--- src/rtl/cdp1802_io_hub.sv ---
// ============================================================================
// Module  : cdp1802_io_hub
// Brief   : CDP1802 N-line port peripheral: TX/RX FIFOs, sticky status,
//           two output latches and a cycle counter with snapshot reads.
// Revision: 1.0 - initial release
// ============================================================================
`default_nettype none

module cdp1802_io_hub #(
  parameter int FIFO_DEPTH = 8,
  parameter int CC_WIDTH   = 16
) (
  input  logic                clock,
  input  logic                resetq,
  input  logic [2:0]          io_n,
  input  logic                io_inp,
  input  logic                io_out,
  input  logic [7:0]          io_dout,
  output logic [7:0]          io_din,
  output logic [7:0]          tx_data,
  output logic                tx_valid,
  input  logic                tx_ready,
  input  logic [7:0]          rx_data,
  input  logic                rx_valid,
  output logic                rx_ready,
  output logic [7:0]          gpo_a,
  output logic [7:0]          gpo_b,
  output logic [CC_WIDTH-1:0] cc
);

  localparam int             c_aw   = $clog2(FIFO_DEPTH);
  localparam logic [c_aw:0]  c_full = FIFO_DEPTH[c_aw:0];

  logic                r_inp_q, r_out_q, r_armed;
  logic [CC_WIDTH-1:0] r_cc, r_snap;
  logic [7:0]          r_gpo_a, r_gpo_b;
  logic                r_tx_ovf, r_rx_ovf;

  logic [7:0]          r_tx_mem [FIFO_DEPTH];
  logic [c_aw-1:0]     r_tx_wp, r_tx_rp;
  logic [c_aw:0]       r_tx_cnt;
  logic [7:0]          r_rx_mem [FIFO_DEPTH];
  logic [c_aw-1:0]     r_rx_wp, r_rx_rp;
  logic [c_aw:0]       r_rx_cnt;

  // r_armed masks the first edge after reset so a strobe held through reset
  // release must drop and rise again before it counts as an access.
  logic w_rd, w_wr;
  assign w_rd = r_armed & io_inp & ~r_inp_q & ~io_out;
  assign w_wr = r_armed & io_out & ~r_out_q & ~io_inp;

  logic w_tx_full, w_tx_push, w_tx_acc, w_tx_pop;
  assign w_tx_full = (r_tx_cnt == c_full);
  assign w_tx_push = w_wr && (io_n == 3'd1);
  assign w_tx_acc  = w_tx_push & ~w_tx_full;
  assign w_tx_pop  = tx_valid & tx_ready;

  logic w_rx_full, w_rx_nonempty, w_rx_acc, w_rx_pop;
  assign w_rx_full     = (r_rx_cnt == c_full);
  assign w_rx_nonempty = (r_rx_cnt != '0);
  assign w_rx_acc      = rx_valid & ~w_rx_full;
  assign w_rx_pop      = w_rd && (io_n == 3'd2) && w_rx_nonempty;

  logic w_clr_tx, w_clr_rx;
  assign w_clr_tx = w_wr && (io_n == 3'd3) && io_dout[3];
  assign w_clr_rx = w_wr && (io_n == 3'd3) && io_dout[2];

  assign tx_valid = (r_tx_cnt != '0);
  assign tx_data  = r_tx_mem[r_tx_rp];
  assign rx_ready = ~w_rx_full;
  assign gpo_a    = r_gpo_a;
  assign gpo_b    = r_gpo_b;
  assign cc       = r_cc;

  logic [7:0] w_status;
  assign w_status = {4'b0000, r_tx_ovf, r_rx_ovf, w_tx_full, w_rx_nonempty};

  always_comb begin
    io_din = 8'h00;
    if (io_inp && !io_out) begin
      case (io_n)
        3'd2:    io_din = w_rx_nonempty ? r_rx_mem[r_rx_rp] : 8'h00;
        3'd3:    io_din = w_status;
        3'd4:    io_din = r_cc[7:0];
        3'd5:    io_din = r_snap[7:0];
        3'd6:    io_din = r_gpo_a;
        3'd7:    io_din = r_gpo_b;
        default: io_din = 8'h00;
      endcase
    end
  end

  always_ff @(posedge clock) begin
    if (w_tx_acc) r_tx_mem[r_tx_wp] <= io_dout;
    if (w_rx_acc) r_rx_mem[r_rx_wp] <= rx_data;
  end

  always_ff @(posedge clock or negedge resetq) begin
    if (!resetq) begin
      r_inp_q  <= 1'b0;
      r_out_q  <= 1'b0;
      r_armed  <= 1'b0;
      r_cc     <= '0;
      r_snap   <= '0;
      r_gpo_a  <= 8'h00;
      r_gpo_b  <= 8'h00;
      r_tx_ovf <= 1'b0;
      r_rx_ovf <= 1'b0;
      r_tx_wp  <= '0;
      r_tx_rp  <= '0;
      r_tx_cnt <= '0;
      r_rx_wp  <= '0;
      r_rx_rp  <= '0;
      r_rx_cnt <= '0;
    end else begin
      r_inp_q <= io_inp;
      r_out_q <= io_out;
      r_armed <= 1'b1;
      r_cc    <= r_cc + CC_WIDTH'(1);

      if (w_tx_acc) r_tx_wp <= r_tx_wp + c_aw'(1);
      if (w_tx_pop) r_tx_rp <= r_tx_rp + c_aw'(1);
      case ({w_tx_acc, w_tx_pop})
        2'b10:   r_tx_cnt <= r_tx_cnt + (c_aw+1)'(1);
        2'b01:   r_tx_cnt <= r_tx_cnt - (c_aw+1)'(1);
        default: r_tx_cnt <= r_tx_cnt;
      endcase

      if (w_rx_acc) r_rx_wp <= r_rx_wp + c_aw'(1);
      if (w_rx_pop) r_rx_rp <= r_rx_rp + c_aw'(1);
      case ({w_rx_acc, w_rx_pop})
        2'b10:   r_rx_cnt <= r_rx_cnt + (c_aw+1)'(1);
        2'b01:   r_rx_cnt <= r_rx_cnt - (c_aw+1)'(1);
        default: r_rx_cnt <= r_rx_cnt;
      endcase

      // Set terms are OR-ed after the clear so a coincident set wins.
      r_tx_ovf <= (r_tx_ovf & ~w_clr_tx) | (w_tx_push & w_tx_full);
      r_rx_ovf <= (r_rx_ovf & ~w_clr_rx) | (rx_valid & w_rx_full);

      if (w_rd && io_n == 3'd4) r_snap <= r_cc >> 8;
      else if (w_rd && io_n == 3'd5) r_snap <= r_snap >> 8;

      if (w_wr && io_n == 3'd6) r_gpo_a <= io_dout;
      if (w_wr && io_n == 3'd7) r_gpo_b <= io_dout;
    end
  end

endmodule

`default_nettype wire

--- config.mk ---
export PLATFORM = sky130hd
export DESIGN_NAME = cdp1802_io_hub
export DESIGN_NICKNAME = d
export VERILOG_FILES = /design/src/rtl/cdp1802_io_hub.sv
export SDC_FILE = /design/constraint.sdc
export NUM_CORES = 1
export LEC_CHECK = 0
export CAP_MARGIN = 10
export CORE_MARGIN = 10
export CORE_UTILIZATION = 55
export CTS_CLUSTER_SIZE = 10
export DETAILED_ROUTE_END_ITERATION = 7
export PLACE_DENSITY = 0.75
export SYNTH_ARGS = -nofsm -noshare
export SYNTH_HDL_FRONTEND = slang
export SYNTH_SLANG_ARGS = --single-unit
--- constraint.sdc ---
create_clock -name clock -period 2.8 [get_ports clock]
set_input_delay 0.28 -clock clock [delete_from_list [all_inputs] [get_ports clock]]
set_output_delay 0.28 -clock clock [all_outputs]
set_load 0.005 [all_outputs]
==> summary.md, run 1 <==
| Metric | Value |
|---|---|
| Status | finished clean |
| Final Hold Fails | 0 |
| Port-buffer cells | 74 |
| Drt first pass iters | 8 |
| Post-route cell area | 9857 sq um |
| CP startpoint kind | flop |
| GRT Util Overall | 0.1809 |
| Critical Path RT | 3110 ps |
| Pwr Total | 7.737 mW |
| Share of cells above drive strength 1 | 0.2230 |
| H-Tree Depth | 4 |
| #FFs+latches synth | 193 |
| Reg2reg setup slack | 70 ps |
| Final period utilization | 0.9756 |
| # nets final | 634 |
| Peak VDD IR | 0.0005180 V |
| Worst-case hold path end point | r_inp_q |
| Post-Synthesis Cells | 492 |
| Worst r2r src | r_tx_cnt[0] |
| Reg2reg path depth | 8 |
| Post-synth EDFFs | 128 |
| CTS tree | yes |
| Root buf cell | clkbuf_16 |
| Synth cell types | 51 |
| Vias per cell | 5.902 |
| Largest net degree at the start of global routing | 39 |
| Ys Warns | 0 |
| P&R area growth vs syn | 21.18% |
| Final min period | 2732 ps |
| Max clock buf depth | 2 |
| Drc violations | 0 |
| Die area | 20050 sq um |
| Worst path arrival time | 3050 ps |
| Ys flop type | edfxtp_1 |
| CTS Buf Count | 17 |
| Worst R2R End | r_tx_cnt[3] |
| CP max FO | 8 |
| Detail Placement HPWL | 12480 microns |
| Via count | 4686 |
| Syn_nets | 529 |
| Worst slew pin tran | 852.3 ps |
| Count of pins over their slew limit | 0 |
| FFs w/ async S/R, synth | 0.3368 |
| # clock sinks | 193 |
| Post-DRT Antenna Nets | 0 |
| Initial core utilization | 0.5597 |
| Area leader, netlist | edfxtp_1 |
| Placed cell area | 9265 sq um |
| Power density over the cells | 784.9 nW/um^2 |
| Fmax | 366.1 MHz |
| Area share of the largest cell type after synthesis | 0.4725 |
| Die Span Y | 141.6 microns |
| First-pass GRT wire length | 27950 microns |
| Avg WL per Cell | 22.13 microns |
| Final setup vio count | 0 |
| Synth area leaders | edfxtp_1 (47%), dfrtp_1 (20%), mux4_2 (9.4%) |
| Syn Area/Cell | 16.53 sq um |
| # placed instances | 761 |
| Hold Crit Class | primary input to flop |
| Initial antenna violation count | 0 |
| Total setup buffers inserted after CTS | 0 |
| Final hold slack | 355.0 ps |
| Max-Slew Margin vs Limit | 0.4318 |
| Gp weighted congestion | 0.8368 |
| Post-Route WL | 17580 microns |
| I/O pins | 75 |
| Cell row count | 44 |
| Crit path kind | flop to flop |
| Fin cells | 794 |
| Sequential area share after synthesis | 0.6725 |
| Max-cap violations | 0 |
| Clock latency at the later pin of the worst-skew pair | 440 ps |
| Worst clock skew | 13.72 ps |
| Core area | 14530 sq um |
| Worst-path clk slew | 70 ps |
| Hold path depth | 1 |
| # diodes | 0 |
| Leak Pwr | 3.669 nW |
| Die Span X | 141.6 microns |
| Violation count after the first detailed-route iteration | 450 |
| Global route total overflow | 0 |
| Syn Std Cell Area | 8134 sq um |
| Worst setup EP type | flop |
| Worst Hold Launch | io_inp |
| Vias in the first global route | 4969 |
## state kept, by name, summed over array words and instances (netlist names), 4 cells and up
register	flops
r_tx_cnt	4
r_rx_cnt	4
r_rx_mem	64
gpo_b	8
r_snap	8
r_tx_mem	64
gpo_a	8
cc	16
## cells by family after synthesis
family	after synthesis	synth area share
and+or+nand+nor	113	0.07583
muxes	75	0.1532
adders and majority gates	12	0.01938
xor gates and xnor gates	27	0.02907
DFF	193	0.6725
other	1	0.0004610
AOI/OAI and AO/OA	39	0.03261
buffers and inverters	32	0.01692
## cells in the final DEF (no fill, tap or decap), types with 4 or more instances in the layout
| cell | n |
|---|---|
| nand2_1 | 28 |
| buf_4 | 28 |
| clkbuf_16 | 17 |
| nor2_1 | 20 |
| nor3_1 | 8 |
| inv_1 | 12 |
| nand2b_1 | 10 |
| ha_1 | 10 |
| mux4_2 | 34 |
| edfxtp_1 | 128 |
| mux2_2 | 30 |
| nand3_1 | 15 |
| xnor2_1 | 17 |
| clkdlybuf4s50_1 | 73 |
| a21oi_1 | 6 |
| dfrtp_1 | 62 |
| a22o_1 | 8 |
| o21ai_0 | 11 |
| inv_6 | 4 |
| mux2i_1 | 8 |
| xor2_1 | 10 |
## metrics by stage
step,setup slack [ps],TNS (ps),util
after detailed placement,-43.40,-43.40,0.6375
final,68.28,0,0.6782
after floorplan,310.3,0,-
after CTS,0.2855,0,0.6767
after global routing,-28.15,-28.15,0.6782
after global placement,119.5,0,0.6375
## report_power, final
part | total [mW] | internal [mW] | switching, mW
sequential | 3.65 | 3.35 | 0.306
clock | 2.31 | 1.24 | 1.07
combinational | 1.78 | 1.03 | 0.742
## worst max-delay path: stages, from the launching register on
cell and delay, ps:
dfrtp_1 440, or4b_4 580, and4_1 220, inv_1 90, ha_2 260, ha_1 250, a21oi_1 260, o21ai_0 180
o311ai_1 330
## worst max-delay path by stage
stage,end,slack (ps),startpoint,depth (start not counted)
after floorplan,r_tx_cnt[3],310,r_tx_cnt[0],8
after global placement,io_din[6],120,io_n[1],6
after detailed placement,r_tx_cnt[3],-40,io_inp,9
after CTS,io_din[6],0.3,r_rx_rp[1],5
after global routing,r_tx_cnt[3],-30,r_tx_cnt[0],8
final,r_tx_cnt[3],70,r_tx_cnt[0],8
## metal layers
metal,vias to the layer above,part of all wire,track usage
met1,2417,0.39,0.2119
met3,27,0.047,0.04306
met2,137,0.54,0.3153
met4,0,0.019,0.06832
li1,2105,-,-
met5,-,0,0
## layout make-up
class | instances | area, sq um
Fill cell | 1002 | 4677
Sequential cell | 193 | 5474
Inverter | 12 | 45.04
Clock buffer | 18 | 429.2
Timing Repair Buffer | 106 | 1011
Multi-Input combinational cell | 267 | 2541
Clock inverter | 14 | 126.4
Tap cell | 184 | 230.2
## what timing repair did
item,4_1_cts,5_1_grt
endpoints found under the setup margin,4,13
hold endpoints to repair,36,0
hold buffers,1,0
resized for setup,3,7
## synth_stat cells (2+ instances only)
library cell    n
a211oi_1        2
a21oi_1         6
a22o_1          8
and2_1          2
and3_1          2
and4b_1         2
buf_1           2
buf_2           5
buf_4           3
clkbuf_1       10
dfrtp_1        65
edfxtp_1      128
ha_1           11
inv_1          12
mux2_2         30
mux2i_1         9
mux4_1          2
mux4_2         34
nand2_1        28
nand2b_1       10
nand3_1        15
nand3b_1        3
nand4_1         3
nor2_1         20
nor2b_1         3
nor3_1          9
nor3b_1         2
nor4_1          2
o21ai_0        11
o22ai_1         3
o2bb2ai_1       3
or4_1           2
or4b_1          2
xnor2_1        17
xor2_1         10
Power figures use the tool's default switching activity.
==> inputs of run 2 (changes only) <==
--- a/config.mk
+++ b/config.mk
@@ -5,7 +5,7 @@
 export SDC_FILE = /design/constraint.sdc
 export NUM_CORES = 1
 export LEC_CHECK = 0
-export CAP_MARGIN = 10
+export CAP_MARGIN = 30
 export CORE_MARGIN = 10
 export CORE_UTILIZATION = 55
 export CTS_CLUSTER_SIZE = 10
==> results of run 2 <==
No change in the layout: final DEF, timing and power equal those of run 1.
==> inputs of run 3 (changes only) <==
--- a/config.mk
+++ b/config.mk
@@ -11,6 +11,7 @@
 export CTS_CLUSTER_SIZE = 10
 export DETAILED_ROUTE_END_ITERATION = 7
 export PLACE_DENSITY = 0.75
+export RECOVER_POWER = 25
 export SYNTH_ARGS = -nofsm -noshare
 export SYNTH_HDL_FRONTEND = slang
 export SYNTH_SLANG_ARGS = --single-unit
==> constraint.sdc (replaced) <==
create_clock -name clock -period 2.8 [get_ports clock]
set_input_delay 0.42 -clock clock [delete_from_list [all_inputs] [get_ports clock]]
set_output_delay 0.42 -clock clock [all_outputs]
set_load 0.005 [all_outputs]
==> summary.md, run 3 (synthesized netlist as in run 1, its figures left out) <==
| Metric | Value |
|---|---|
| Pwr Total | 7.768 mW (was 7.737 mW) |
| Die area | 20050 sq um (unchanged) |
| # nets final | 644 (was 634) |
| Power density over the cells | 781.2 nW/um^2 (was 784.9 nW/um^2) |
| Die Span Y | 141.6 microns (unchanged) |
| CTS tree | yes (unchanged) |
| PnR worst setup slack | 123.5 ps (was 68.28 ps) |
| Post-Route WL | 17090 microns (was 17580 microns) |
| Final Hold Fails | 0 (unchanged) |
| Via count | 4701 (was 4686) |
| Violation count after the first detailed-route iteration | 341 (was 450) |
| Largest net degree at the start of global routing | 66 (was 39) |
| Max clock buf depth | 2 (unchanged) |
| Post-DRT Antenna Nets | 0 (unchanged) |
| Final min period | 2676 ps (was 2732 ps) |
| Initial antenna violation count | 0 (unchanged) |
| Slowest cell on crit path | mux4_2 (was or4b_4) |
| Crit path kind | flop to primary output (was flop to flop) |
| RSZ-0062 raised after global routing | no |
| Cell row count | 44 (unchanged) |
| Final setup vio count | 0 (unchanged) |
| Critical Path RT | 2380 ps (was 3110 ps) |
| Share of cells above drive strength 1 | 0.2468 (was 0.2230) |
| Crit path buf inv count | 2 (was 1) |
| Max-Slew Margin vs Limit | -0.05942 (was 0.4318) |
| P&R area growth vs syn | 22.24% (was 21.18%) |
| Final hold slack | 464.7 ps (was 355.0 ps) |
| Reg2reg setup slack | 130 ps (was 70 ps) |
| Final period utilization | 0.9559 (was 0.9756) |
| Detail Placement HPWL | 12240 microns (was 12480 microns) |
| Clock latency at the later pin of the worst-skew pair | 430 ps (was 440 ps) |
| Fin cells | 804 (was 794) |
| Drt first pass iters | 4 (was 8) |
| Gp weighted congestion | 0.8501 (was 0.8368) |
| Root buf cell | clkbuf_16 (unchanged) |
| Fmax | 373.6 MHz (was 366.1 MHz) |
| Failing checks | max-capacitance violations, max-slew violations |
| Hold Crit Class | primary input to async pin (was primary input to flop) |
| Dpl ws | -113.8 ps (was -43.40 ps) |
| Status | finished, violations left (was finished clean) |
| Worst r2r src | r_rx_cnt[1] (was r_tx_cnt[0]) |
| Crit path max-delay family | multiplexers (was simple AND/OR/NAND/NOR gates) |
| # diodes | 0 (unchanged) |
| CP max FO | 18 (was 8) |
| # clock sinks | 193 (unchanged) |
| Die Span X | 141.6 microns (unchanged) |
| GRT Util Overall | 0.1789 (was 0.1809) |
| H-Tree Depth | 4 (unchanged) |
| Most frequent cells in the layout | edfxtp_1 (128), dfrtp_1 (64), clkdlybuf4s50_1 (56) (was edfxtp_1 (128), clkdlybuf4s50_1 (73), dfrtp_1 (62)) |
| Critical path's largest stage delay | 530 ps (was 580 ps) |
| Hold-fix buffers at CTS | 0 (was 1) |
| Worst setup EP type | primary output (was flop) |
| Port-buffer cells | 74 (unchanged) |
| Leak Pwr | 3.781 nW (was 3.669 nW) |
| # placed instances | 768 (was 761) |
| Worst slew pin tran | 1589 ps (was 852.3 ps) |
| Worst path arrival time | 2260 ps (was 3050 ps) |
| CTS Buf Count | 17 (unchanged) |
| Global route total overflow | 0 (unchanged) |
| CP Depth | 4 (was 8) |
| Critical path, cell by cell | buf_12 > mux4_2 > mux2_2 > clkdlybuf4s50_1 (was or4b_4 > and4_1 > inv_1 > ha_2 > ha_1 > a21oi_1 > o21ai_0 > o311ai_1) |
| Core area | 14530 sq um (unchanged) |
| Worst-path clk slew | 70 ps (about the same) |
| Vias in the first global route | 4971 (was 4969) |
| CP startpoint kind | flop (unchanged) |
| Count of pins over their slew limit | 66 (was 0) |
| Max-cap violations | 1 (was 0) |
| Worst R2R End | r_rx_cnt[3] (was r_tx_cnt[3]) |
| First-pass GRT wire length | 27790 microns (was 27950 microns) |
| Initial core utilization | 0.5597 (unchanged) |
| Worst clock skew | 8.129 ps (was 13.72 ps) |
| Reg2reg path depth | 9 (was 8) |
| Vias per cell | 5.847 (was 5.902) |
| Worst Setup EP | tx_data[0] (was r_tx_cnt[3]) |
| I/O pins | 75 (unchanged) |
| Drc violations | 0 (unchanged) |
| Commonest non-fill, non-tap cell in the layout | edfxtp_1 (unchanged) |
| Avg WL per Cell | 21.26 microns (was 22.13 microns) |
| Peak VDD IR | 0.0004711 V (was 0.0005180 V) |
| Crit path from | r_tx_rp[0] (was r_tx_cnt[0]) |
==> run 3: area by class of cell <==
cell class	instances	area, sq um
clock buffer	17	425.4
clock inverter	15	151.4
fill	976	4591
inverter	12	45.04
multi-input combinational	267	2545
sequential	193	5472
tap	184	230.2
timing repair buffer	116	1075
==> run 3: worst register-to-register path, delay by kind of cell, from the launching register on <==
family	cells	cell delay, ps
DFF	1	460
adders and majority gates	1	200
buffers and inverters	2	310
xor gates and xnor gates	1	140
and+or+nand+nor	4	1020
AOI/OAI and AO/OA	1	430
==> run 3: how the worst min path moves through the flow <==
stage | slack, ps | depth (start not counted) | endpoint
global placement | 470 | 1 | r_tx_ovf
finish | 460 | 2 | r_rx_cnt[1]
CTS | 190 | 2 | r_rx_cnt[1]
floorplan | 120 | 0 | cc[0]
global route | 510 | 1 | r_rx_cnt[3]
detailed placement | 480 | 1 | r_rx_cnt[3]
==> run 3: report_power, final <==
part | leakage (nW) | switching (mW) | total [mW] | internal [mW]
logic | 1.51 | 0.769 | 1.83 | 1.06
registers | 1.99 | 0.293 | 3.64 | 3.34
clock network | 0.284 | 1.12 | 2.30 | 1.18
total | 3.78 | 2.18 | 7.77 | 5.59
==> run 3: per-stage QoR <==
stage,instance area (sq um),utilization,TNS (ps)
CTS,9935,0.6835,0
finish,9943,0.6841,0
floorplan,8134,-,0
global route,9943,0.6841,0
global placement,9318,0.6411,-109.1
detailed placement,9318,0.6411,-477.5
==> run 3: what timing repair did <==
action                     CTS  global route
setup buffers                4             0
gates cloned                 0             0
pin swaps                    0             0
gates resized for setup     15             5
setup endpoints to repair   16             5
==> run 3: per-layer routing <==
layer	vias to the layer above	part of all wire	routed length (microns)	global-route usage
met4	0	0.024	405	0.07639
met5	-	0	0	0
met1	2419	0.40	6807	0.2142
li1	2138	-	-	-
met2	111	0.53	9106	0.3060
met3	33	0.045	774	0.03805
